File: config.mk
export PLATFORM = sky130hd
export DESIGN_NAME = enigma_uart_tx
export DESIGN_NICKNAME = d
export VERILOG_FILES = /design/src/rtl/enigma_pkg.sv /design/src/rtl/enigma_fifo.sv /design/src/rtl/enigma_uart_tx.sv
export SDC_FILE = /design/constraint.sdc
export NUM_CORES = 1
export LEC_CHECK = 0
export CAP_MARGIN = 30
export CORE_UTILIZATION = 54
export CTS_CLUSTER_DIAMETER = 100
export DETAILED_ROUTE_END_ITERATION = 12
export GPL_ROUTABILITY_DRIVEN = 0
export PLACE_DENSITY_LB_ADDON = 0.05
export SYNTH_ARGS = -nofsm -noshare
export SYNTH_HDL_FRONTEND = slang
export SYNTH_SLANG_ARGS = --single-unit
File: constraint.sdc
create_clock -name clk -period 3 [get_ports clk]
set_input_delay 0.6 -clock clk [delete_from_list [all_inputs] [get_ports clk]]
set_output_delay 0.6 -clock clk [all_outputs]
set_load 0.1 [all_outputs]
File: src/rtl/enigma_pkg.sv
// enigma_pkg -- shared constants and types for the enigma UART output path.
//
// Contents:
//   LETTER_W     width of a cipher letter code (0..25 = A..Z)
//   ASCII_A      ASCII code of 'A'; letters map to ASCII_A + code
//   ASCII_SPACE  group separator character
//   ASCII_UNK    substitute for codes 26..31 ('?')
//   BAUD_W       width of the baud down-counter (covers CLKS_PER_BIT up to 4095)
//   BIT_W        width of the data-bit counter (8 bits per frame)
//   GROUP_W      width of the letters-per-group counter (GROUP up to 15)
//   tx_state_e   transmit FSM states
package enigma_pkg;

  localparam int LETTER_W = 5;
  localparam int BAUD_W   = 12;
  localparam int BIT_W    = 3;
  localparam int GROUP_W  = 4;

  localparam logic [7:0] ASCII_A     = 8'h41;
  localparam logic [7:0] ASCII_SPACE = 8'h20;
  localparam logic [7:0] ASCII_UNK   = 8'h3F;

  typedef enum logic [1:0] {
    IDLE  = 2'd0,
    START = 2'd1,
    DATA  = 2'd2,
    STOP  = 2'd3
  } tx_state_e;

endpackage

File: src/rtl/enigma_fifo.sv
// enigma_fifo -- small synchronous FIFO buffering letters ahead of the UART.
//
// Parameters:
//   WIDTH   data width
//   DEPTH   number of entries (default 4)
// Ports:
//   clk      clock, all state changes on rising edge
//   rst      synchronous active-high reset: pointers and count cleared
//   push_i   write wdata_i this edge (ignored when full)
//   wdata_i  data to write
//   pop_i    discard the head entry this edge (ignored when empty)
//   rdata_o  head entry, valid whenever empty_o is 0
//   full_o   all DEPTH entries occupied
//   empty_o  no entries occupied
//   count_o  number of occupied entries
//
// Handshake: push_i is only honoured when full_o is low, pop_i only when
// empty_o is low; full_o reflects the registered count, so a pop in the same
// cycle never frees room for a push in that cycle.
module enigma_fifo #(
  parameter int WIDTH = 5,
  parameter int DEPTH = 4,
  localparam int AW = (DEPTH > 1) ? $clog2(DEPTH) : 1,
  localparam int CW = $clog2(DEPTH + 1)
) (
  input  logic             clk,
  input  logic             rst,
  input  logic             push_i,
  input  logic [WIDTH-1:0] wdata_i,
  input  logic             pop_i,
  output logic [WIDTH-1:0] rdata_o,
  output logic             full_o,
  output logic             empty_o,
  output logic [CW-1:0]    count_o
);

  localparam logic [AW-1:0] LAST_IDX  = AW'(DEPTH - 1);
  localparam logic [CW-1:0] FULL_CNT  = CW'(DEPTH);

  logic [WIDTH-1:0] mem_q [DEPTH];
  logic [AW-1:0]    wr_ptr_q, wr_ptr_d;
  logic [AW-1:0]    rd_ptr_q, rd_ptr_d;
  logic [CW-1:0]    count_q, count_d;
  logic             do_push, do_pop;

  assign full_o  = (count_q == FULL_CNT);
  assign empty_o = (count_q == '0);
  assign count_o = count_q;
  assign rdata_o = mem_q[rd_ptr_q];

  assign do_push = push_i && !full_o;
  assign do_pop  = pop_i && !empty_o;

  // Pointers wrap explicitly so DEPTH need not be a power of two.
  always_comb begin
    wr_ptr_d = wr_ptr_q;
    rd_ptr_d = rd_ptr_q;
    count_d  = count_q;
    if (do_push) begin
      wr_ptr_d = (wr_ptr_q == LAST_IDX) ? '0 : wr_ptr_q + AW'(1);
    end
    if (do_pop) begin
      rd_ptr_d = (rd_ptr_q == LAST_IDX) ? '0 : rd_ptr_q + AW'(1);
    end
    case ({do_push, do_pop})
      2'b10:   count_d = count_q + CW'(1);
      2'b01:   count_d = count_q - CW'(1);
      default: count_d = count_q;
    endcase
  end

  always_ff @(posedge clk) begin
    if (rst) begin
      wr_ptr_q <= '0;
      rd_ptr_q <= '0;
      count_q  <= '0;
    end else begin
      wr_ptr_q <= wr_ptr_d;
      rd_ptr_q <= rd_ptr_d;
      count_q  <= count_d;
    end
  end

  // Storage needs no reset: an entry is only read after it has been written.
  always_ff @(posedge clk) begin
    if (do_push) begin
      mem_q[wr_ptr_q] <= wdata_i;
    end
  end

endmodule

File: src/rtl/enigma_uart_tx.sv
// enigma_uart_tx -- turns enigma cipher letters into an 8N1 UART stream of
// ASCII capitals, inserting a space after every GROUP letters.
//
// Parameters:
//   CLKS_PER_BIT  clock cycles per serial bit (2..4095), default 87
//   GROUP         letters per group before a space (0 = no spaces, max 15)
// Ports:
//   clk           clock, all state changes on rising edge
//   rst           synchronous active-high reset
//   letter_in     cipher letter, 0..25 = A..Z (26..31 sent as '?')
//   letter_valid  letter_in is valid this cycle
//   letter_ready  a letter can be accepted this cycle
//   tx            registered serial line, idle high
//   busy          a frame is in progress or letters are queued
//   dbg_state_o   current transmit FSM state
//
// Handshake: a letter transfers on every rising edge where letter_valid and
// letter_ready are both 1. letter_ready depends only on rst and the FIFO fill
// level, never on letter_valid; valid held while ready is low has no effect.
module enigma_uart_tx
  import enigma_pkg::*;
#(
  parameter int CLKS_PER_BIT = 87,
  parameter int GROUP        = 5
) (
  input  logic                clk,
  input  logic                rst,
  input  logic [LETTER_W-1:0] letter_in,
  input  logic                letter_valid,
  output logic                letter_ready,
  output logic                tx,
  output logic                busy,
  output tx_state_e           dbg_state_o
);

  localparam logic [BAUD_W-1:0]  BAUD_LOAD = BAUD_W'(CLKS_PER_BIT - 1);
  localparam logic [GROUP_W-1:0] GROUP_N   = GROUP_W'(GROUP);
  localparam logic               GROUP_EN  = (GROUP != 0);
  localparam int                 FIFO_CW   = 3;

  tx_state_e           state_q;
  logic                tx_q;
  logic [7:0]          shift_q;
  logic [BAUD_W-1:0]   baud_q;
  logic [BIT_W-1:0]    bit_q;
  logic [GROUP_W-1:0]  group_q;

  logic                fifo_push;
  logic                fifo_pop;
  logic [LETTER_W-1:0] fifo_head;
  logic                fifo_full;
  logic                fifo_empty;
  logic [FIFO_CW-1:0]  fifo_count;

  logic                bit_end;
  logic                space_due;
  logic [7:0]          head_ascii;

  function automatic logic [7:0] to_ascii(input logic [LETTER_W-1:0] letter);
    if (letter < LETTER_W'(26)) begin
      return ASCII_A + {3'b000, letter};
    end
    return ASCII_UNK;
  endfunction

  enigma_fifo #(
    .WIDTH (LETTER_W),
    .DEPTH (4)
  ) u_fifo (
    .clk     (clk),
    .rst     (rst),
    .push_i  (fifo_push),
    .wdata_i (letter_in),
    .pop_i   (fifo_pop),
    .rdata_o (fifo_head),
    .full_o  (fifo_full),
    .empty_o (fifo_empty),
    .count_o (fifo_count)
  );

  assign letter_ready = !rst && !fifo_full;
  assign fifo_push    = letter_valid && letter_ready;

  assign bit_end    = (baud_q == '0);
  assign space_due  = GROUP_EN && (group_q == GROUP_N);
  assign head_ascii = to_ascii(fifo_head);

  // The FIFO head is consumed on the same edge the FSM loads it into the
  // shifter: from IDLE, or at the end of STOP when no space takes priority.
  always_comb begin
    fifo_pop = 1'b0;
    if (!rst) begin
      case (state_q)
        IDLE:    fifo_pop = !fifo_empty;
        STOP:    fifo_pop = bit_end && !space_due && !fifo_empty;
        default: fifo_pop = 1'b0;
      endcase
    end
  end

  // Shifter holds the bits not yet on the line; tx_q is the bit being sent.
  always_ff @(posedge clk) begin
    if (rst) begin
      state_q <= IDLE;
      tx_q    <= 1'b1;
      shift_q <= '0;
      baud_q  <= '0;
      bit_q   <= '0;
      group_q <= '0;
    end else begin
      case (state_q)
        IDLE: begin
          tx_q <= 1'b1;
          if (!fifo_empty) begin
            shift_q <= head_ascii;
            group_q <= group_q + GROUP_W'(1);
            baud_q  <= BAUD_LOAD;
            bit_q   <= '0;
            tx_q    <= 1'b0;
            state_q <= START;
          end
        end

        START: begin
          if (bit_end) begin
            tx_q    <= shift_q[0];
            shift_q <= {1'b0, shift_q[7:1]};
            baud_q  <= BAUD_LOAD;
            bit_q   <= '0;
            state_q <= DATA;
          end else begin
            baud_q <= baud_q - BAUD_W'(1);
          end
        end

        DATA: begin
          if (bit_end) begin
            baud_q <= BAUD_LOAD;
            if (bit_q == BIT_W'(7)) begin
              tx_q    <= 1'b1;
              state_q <= STOP;
            end else begin
              bit_q   <= bit_q + BIT_W'(1);
              tx_q    <= shift_q[0];
              shift_q <= {1'b0, shift_q[7:1]};
            end
          end else begin
            baud_q <= baud_q - BAUD_W'(1);
          end
        end

        STOP: begin
          if (bit_end) begin
            if (space_due) begin
              // Space goes out straight after the last letter of a group,
              // even if nothing else is queued; the FIFO is left untouched.
              shift_q <= ASCII_SPACE;
              group_q <= '0;
              baud_q  <= BAUD_LOAD;
              bit_q   <= '0;
              tx_q    <= 1'b0;
              state_q <= START;
            end else if (!fifo_empty) begin
              shift_q <= head_ascii;
              group_q <= group_q + GROUP_W'(1);
              baud_q  <= BAUD_LOAD;
              bit_q   <= '0;
              tx_q    <= 1'b0;
              state_q <= START;
            end else begin
              tx_q    <= 1'b1;
              state_q <= IDLE;
            end
          end else begin
            baud_q <= baud_q - BAUD_W'(1);
          end
        end

        default: begin
          tx_q    <= 1'b1;
          state_q <= IDLE;
        end
      endcase
    end
  end

  assign tx          = tx_q;
  assign busy        = (state_q != IDLE) || (fifo_count != '0);
  assign dbg_state_o = state_q;

endmodule
==> results of run 1 <==
[area by class of cell]
type / instances / area share
tap: 72 / 0.0253
multi-input combinational: 219 / 0.453
clock buffer: 9 / 0.0348
clock inverter: 7 / 0.0257
sequential: 59 / 0.389
timing repair buffer: 21 / 0.0562
inverter: 16 / 0.0169
[metal layers]
layer	wire, um	global-route usage	part of all wire
met3	237	0.0565	0.040
met5	0	0	0
met2	2830	0.365	0.48
met4	121	0.108	0.020
met1	2720	0.275	0.46
[cell usage after synthesis (3+ instances only)]
library cell and number:
dfxtp_1 39, nor2_1 37, edfxtp_1 20, nand2_1 19, ha_1 17, a21oi_1 16, inv_1 16, nor3_1 11
nand3_1 9, mux2i_1 8, o21ai_0 8, a311oi_1 6, a31oi_1 6, and2_1 6, clkbuf_1 6, and3_1 5
mux4_2 5, nor2b_1 5, o32ai_1 4, a211oi_1 3, a41oi_1 3, nand2b_1 3, nor3b_1 3, or3_1 3
xnor2_1 3
[per-stage QoR]
| step | instance area [um2] | std cells | total power (W) |
|---|---|---|---|
| floorplan | 3100 | 306 | 0.00256 |
| CTS | 3550 | 403 | 0.00382 |
| detailed placement | 3330 | 387 | 0.00302 |
| global route | 3560 | 403 | 0.00412 |
| finish | 3560 | 403 | 0.00382 |
| global placement | 3330 | 387 | 0.00301 |
[worst paths after layout]
| kind | endpoint | slack, ns |
|---|---|---|
| min reg2reg | shift_q[7]$_SDFFE_PP0P_ | 0.47 |
| max reg2reg | u_fifo.count_o[2]$_SDFFE_PP0P_ | 0.25 |
| min | shift_q[7]$_SDFFE_PP0P_ | 0.47 |
| max | u_fifo.count_o[2]$_SDFFE_PP0P_ | 0.25 |
[worst max-delay path: stages (launching register included)]
cell	delay [ns]
dfxtp_1	0.34
inv_1	0.10
ha_1	0.18
nor4b_4	0.29
a31oi_2	0.20
nor4b_4	0.31
ha_1	0.23
inv_1	0.07
fa_1	0.37
xor2_1	0.17
or3_1	0.30
a21oi_1	0.14
[cells by family (layout without fill, tap and decap cells)]
group | count (synthesis) | count (layout)
compound gates | 68 | 68
simple gates | 115 | 115
flops | 59 | 59
buf+inv | 28 | 53
fa+ha+maj | 18 | 18
xor+xnor | 5 | 5
mux | 13 | 13
[power by group]
part	internal (W)	switching [W]
logic	0.000728	0.00118
registers	0.000971	0.000155
clock network	0.000464	0.000327
[sequential cells by signal, summed over array words and instances (netlist names), named ones only]
name	count
u_fifo.count_o	3
u_fifo.rd_ptr_q	2
group_q	4
dbg_state_o	2
bit_q	3
shift_q	8
u_fifo.mem_q	20
u_fifo.wr_ptr_q	2
baud_q	12
tx	1
==> out/summary.txt, run 1 <==
Worst-Margin Slew - 0.689 ns
Static Leak - 1.32 nW
Yosys Warn Count - 0
Die area - 6010 um2
Total negative setup slack - 0 ns
CTS tree - done
Final Util - 0.647
Layout area overhead - 15.7%
Number of fill cells in the layout - 457
Setup WS post-layout - 0.250 ns
Die outline width - 77.5 um
RSZ-0062 raised after global routing - no
DP Worst Slack - 0.130 ns
Simple-gate portion of the synthesized area - 0.207
Vias after detailed routing - 2326
Clock root cell - clkbuf_8
Fmax - 364 MHz
Commonest non-fill, non-tap cells in the layout - nor2_1, dfxtp_1, edfxtp_1, nand2_1, ha_1
Reg2Reg Depth - 11
Nets - 352
Post-synthesis share of cell area spent on full adders, half adders and majority gates - 0.0756
Number of max-cap violations - 0
Critical path startpoint - baud_q[0]$_SDFF_PP0_
Total core area - 5510 um2
Clock buffer count from CTS - 9
Top_reg_cell synth - dfxtp_1
Worst min path class - reg2reg
Number of enable flip-flop cells after synthesis - 20
Share of cells above drive strength 1 - 0.133
Gr usage total - 0.224
Initial antenna violation count - 0
Detail Route Antenna Nets - 0
Initial DRC count - 129
FF+latch count, synth - 59
Largest family of logic cells by synthesized area - simple AND/OR/NAND/NOR gates
XOR/XNOR share of the synthesized area - 0.0142
Synth async-reset ratio - 0
Die height - 77.5 um
Slew HR - 0.541
Port-buffer cells - 12
Crit path max fanout - 4
Synth cell types - 58
Syn Area/Cell - 10.1 um2
Final-report max-slew violation count - 0
Mapped Nets - 332
FP Rows - 27
Antenna cells - 0
Maximum vdd drop - 837 uV
Worst Hold Depth - 1
Clk_lat worst skew - 0.34 ns
Largest net degree at the start of global routing - 33
Ports - 13
Cts hold-fix bufs - 0
Final hold violations - 0
Endpoints failing setup - 0
H-tree depth - 3
Vias per cell - 5.77
Post-CTS setup buffer count - 0
Fin Clk Skew - 0.00755 ns
Synth Cell Area - 3080 um2
Global route overflow - 0
Pre-Repair DR Iteration Count - 4
Clock buffer depth - 2
Post-CTS sizing - 0
Crit Path Class - reg2reg
DRC Markers - 0
Multi-input logic area - 1610 um2
Yosys top cell area share - 0.254
P per Cell Area - 1070 nW/um2
Starting Density - 0.559
Sequential cell area - 1380 um2
CTS Sinks - 59
Reg2reg start - baud_q[0]$_SDFF_PP0_
Detail Placement HPWL - 4170 um
Fin crit share - 0.917
WP data required - 3.27 ns
Post-synthesis mux area share - 0.0626
Final WL - 5910 um
Crit path launch type - flop
Largest area contributor in the netlist - dfxtp_1
Worst setup EP type - flop
Vias in the first global route - 2286
Hold_sp - shift_q[7]$_SDFFE_PP0P_
Min Clock Period, post-route - 2.75 ns
Hold slack - 0.473 ns
Synth Instances - 306
DR WL/cell - 14.7 um
Compound-Gate Fraction of Synth Area - 0.154
Crit path DAT - 3.02 ns
Seq/Total Area, Yosys - 0.449
Worst-path clk slew - 0.07 ns
First-pass GRT wire length - 10400 um
Synth top area cells - dfxtp_1, edfxtp_1, ha_1
Status - finished clean
Power figures use the tool's default switching activity.
==> inputs of run 2 (changes only) <==
--- a/config.mk
+++ b/config.mk
@@ -6,11 +6,11 @@
 export NUM_CORES = 1
 export LEC_CHECK = 0
 export CAP_MARGIN = 30
-export CORE_UTILIZATION = 54
+export CORE_UTILIZATION = 57
 export CTS_CLUSTER_DIAMETER = 100
 export DETAILED_ROUTE_END_ITERATION = 12
-export GPL_ROUTABILITY_DRIVEN = 0
 export PLACE_DENSITY_LB_ADDON = 0.05
+export SETUP_SLACK_MARGIN = 0.05
 export SYNTH_ARGS = -nofsm -noshare
 export SYNTH_HDL_FRONTEND = slang
 export SYNTH_SLANG_ARGS = --single-unit
==> constraint.sdc (replaced) <==
create_clock -name clk -period 2.98 [get_ports clk]
set_input_delay 0.596 -clock clk [delete_from_list [all_inputs] [get_ports clk]]
set_output_delay 0.596 -clock clk [all_outputs]
set_load 0.1 [all_outputs]
==> run 2 against run 1 <==
Clock skew rose by 0.0035 ns; utilization rose by 4.2 points; clock power fell by 17%; largest cell class unchanged; power fell by 1.3%; cell count did not move; register-to-register slack barely moved; critical path depth did not move; critical endpoint unchanged; die area fell by 5.1%; combinational power rose by 4%; global-route usage rose by 2.2 points.
==> out/summary.txt, run 2 (synthesized netlist as in run 1, its figures left out) <==
R2R Setup Slk - 0.25 ns
Layout area overhead - 15.0%
Starting Density - 0.599
Share of cells above drive strength 1 - 0.141
Static Leak - 1.32 nW
Initial DRC count - 146
Die height - 75.5 um
Placer Congestion - 0.813
Largest register FFs - 20
Cts hold-fix bufs - 0
Leading registers by flop count - u_fifo.mem_q (20), baud_q (12), shift_q (8)
Crit path max fanout - 4
Min Clock Period, post-route - 2.73 ns
Clk_lat worst skew - 0.34 ns
Status - finished clean
Clock buffer count from CTS - 9
Slew HR - 0.552
Die outline width - 75.5 um
Detail Placement HPWL - 4480 um
Vias in the first global route - 2252
RSZ-0062 raised after global routing - no
Number of max-cap violations - 0
P per Cell Area - 1070 nW/um2
Worst setup EP type - flop
Fmax - 367 MHz
Initial antenna violation count - 0
Commonest non-fill, non-tap cells in the layout - nor2_1, dfxtp_1, edfxtp_1, nand2_1, ha_1
Placed Cells - 386
Final-report max-slew violation count - 0
WP data required - 3.25 ns
Detail Route Antenna Nets - 0
Vias after detailed routing - 2371
First-pass GRT wire length - 10300 um
Clock root cell - clkbuf_8
Worst min path class - reg2reg
Worst-Margin Slew - 0.672 ns
Antenna cells - 0
Clock buffer depth - 2
Vias per cell - 5.88
DR WL/cell - 15.5 um
Crit Path Class - reg2reg
Worst-path clk slew - 0.08 ns
Total negative setup slack - 0 ns
Fin Clk Skew - 0.0111 ns
Global route overflow - 0
Total core area - 5140 um2
Crit path DAT - 2.99 ns
Die area - 5700 um2
Pre-Repair DR Iteration Count - 4
FP Rows - 26
Final hold violations - 0
CTS Sinks - 59
Largest register by flop count - u_fifo.mem_q
CTS tree - done
Port-buffer cells - 12
Finished Layout Cells - 403
Crit path launch type - flop
H-tree depth - 3
Gr usage total - 0.246
Maximum vdd drop - 645 uV
Ports - 13
Endpoints failing setup - 0
Fin crit share - 0.915
Nets - 354
Largest net degree at the start of global routing - 35
DRC Markers - 0
Final WL - 6240 um
==> run 2: cell count changes in the layout (fill, tap and decap cells not counted) <==
| cell | before | now |
|---|---|---|
| clkinvlp_4 | 2 | 1 |
| buf_4 | 12 | 14 |
| inv_6 | 1 | 2 |
| dfxtp_2 | 2 | 0 |
| bufinv_16 | 2 | 0 |
| clkinv_1 | 2 | 1 |
| clkinv_4 | 0 | 2 |
| clkinv_2 | 0 | 1 |
| dfxtp_4 | 0 | 2 |
==> run 2: path summary, 6_finish.rpt <==
check                        start                        endpoint  depth (start not counted)
max           baud_q[0]$_SDFF_PP0_  u_fifo.count_o[2]$_SDFFE_PP0P_                         11
min          bit_q[2]$_SDFFE_PP0P_           bit_q[2]$_SDFFE_PP0P_                          2
max reg2reg   baud_q[0]$_SDFF_PP0_  u_fifo.count_o[2]$_SDFFE_PP0P_                         11
min reg2reg  bit_q[2]$_SDFFE_PP0P_           bit_q[2]$_SDFFE_PP0P_                          2
==> run 2: power breakdown <==
| part | switching (W) | internal [W] | total [W] |
|---|---|---|---|
| clock network | 0.000349 | 0.000305 | 0.000654 |
| registers | 0.000156 | 0.000981 | 0.00114 |
| logic | 0.00123 | 0.000757 | 0.00198 |
| total | 0.00173 | 0.00204 | 0.00377 |
==> run 2: through the flow <==
step	hold WS (ns)	setup WS, ns	total power, W	util	area, um2
3_3_place_gp	0.458	0.213	0.00305	0.650	3340
4_1_cts	0.483	0.115	0.00374	0.684	3520
5_1_grt	0.507	0.0821	0.00402	0.688	3540
3_5_place_dp	0.471	0.134	0.00308	0.650	3340
2_1_floorplan	0.452	0.171	0.00258	-	3100
6_report	0.477	0.252	0.00377	0.688	3540
==> run 2: cell type report <==
cell class	count	area, um2
Fill cell	417	1600
Clock inverter	7	51.3
Inverter	16	60.1
Tap cell	70	87.6
Clock buffer	9	124
Multi-Input combinational cell	219	1610
Sequential cell	59	1390
Timing Repair Buffer	23	215
==> run 2: routing by layer <==
metal,wire length (um),vias up,track usage
li1,-,1193,-
met1,2830,1116,0.316
met2,3080,53,0.416
met3,246,9,0.0556
met4,79,0,0.0782
met5,0,-,0
==> run 2: worst max-delay path, cell delays in order, from the launching register on <==
cell and delay [ns]:
dfxtp_1 0.34, inv_1 0.10, ha_1 0.17, nor4b_4 0.27, a31oi_2 0.20, nor4b_4 0.30, ha_1 0.22, inv_1 0.06
fa_1 0.37, xor2_1 0.18, or3_1 0.31, a21oi_1 0.14
==> run 2: repair_timing <==
action                     4_1_cts  5_1_grt
setup buffers                    0        1
setup endpoints to repair        0        1
gates resized for setup          0        2
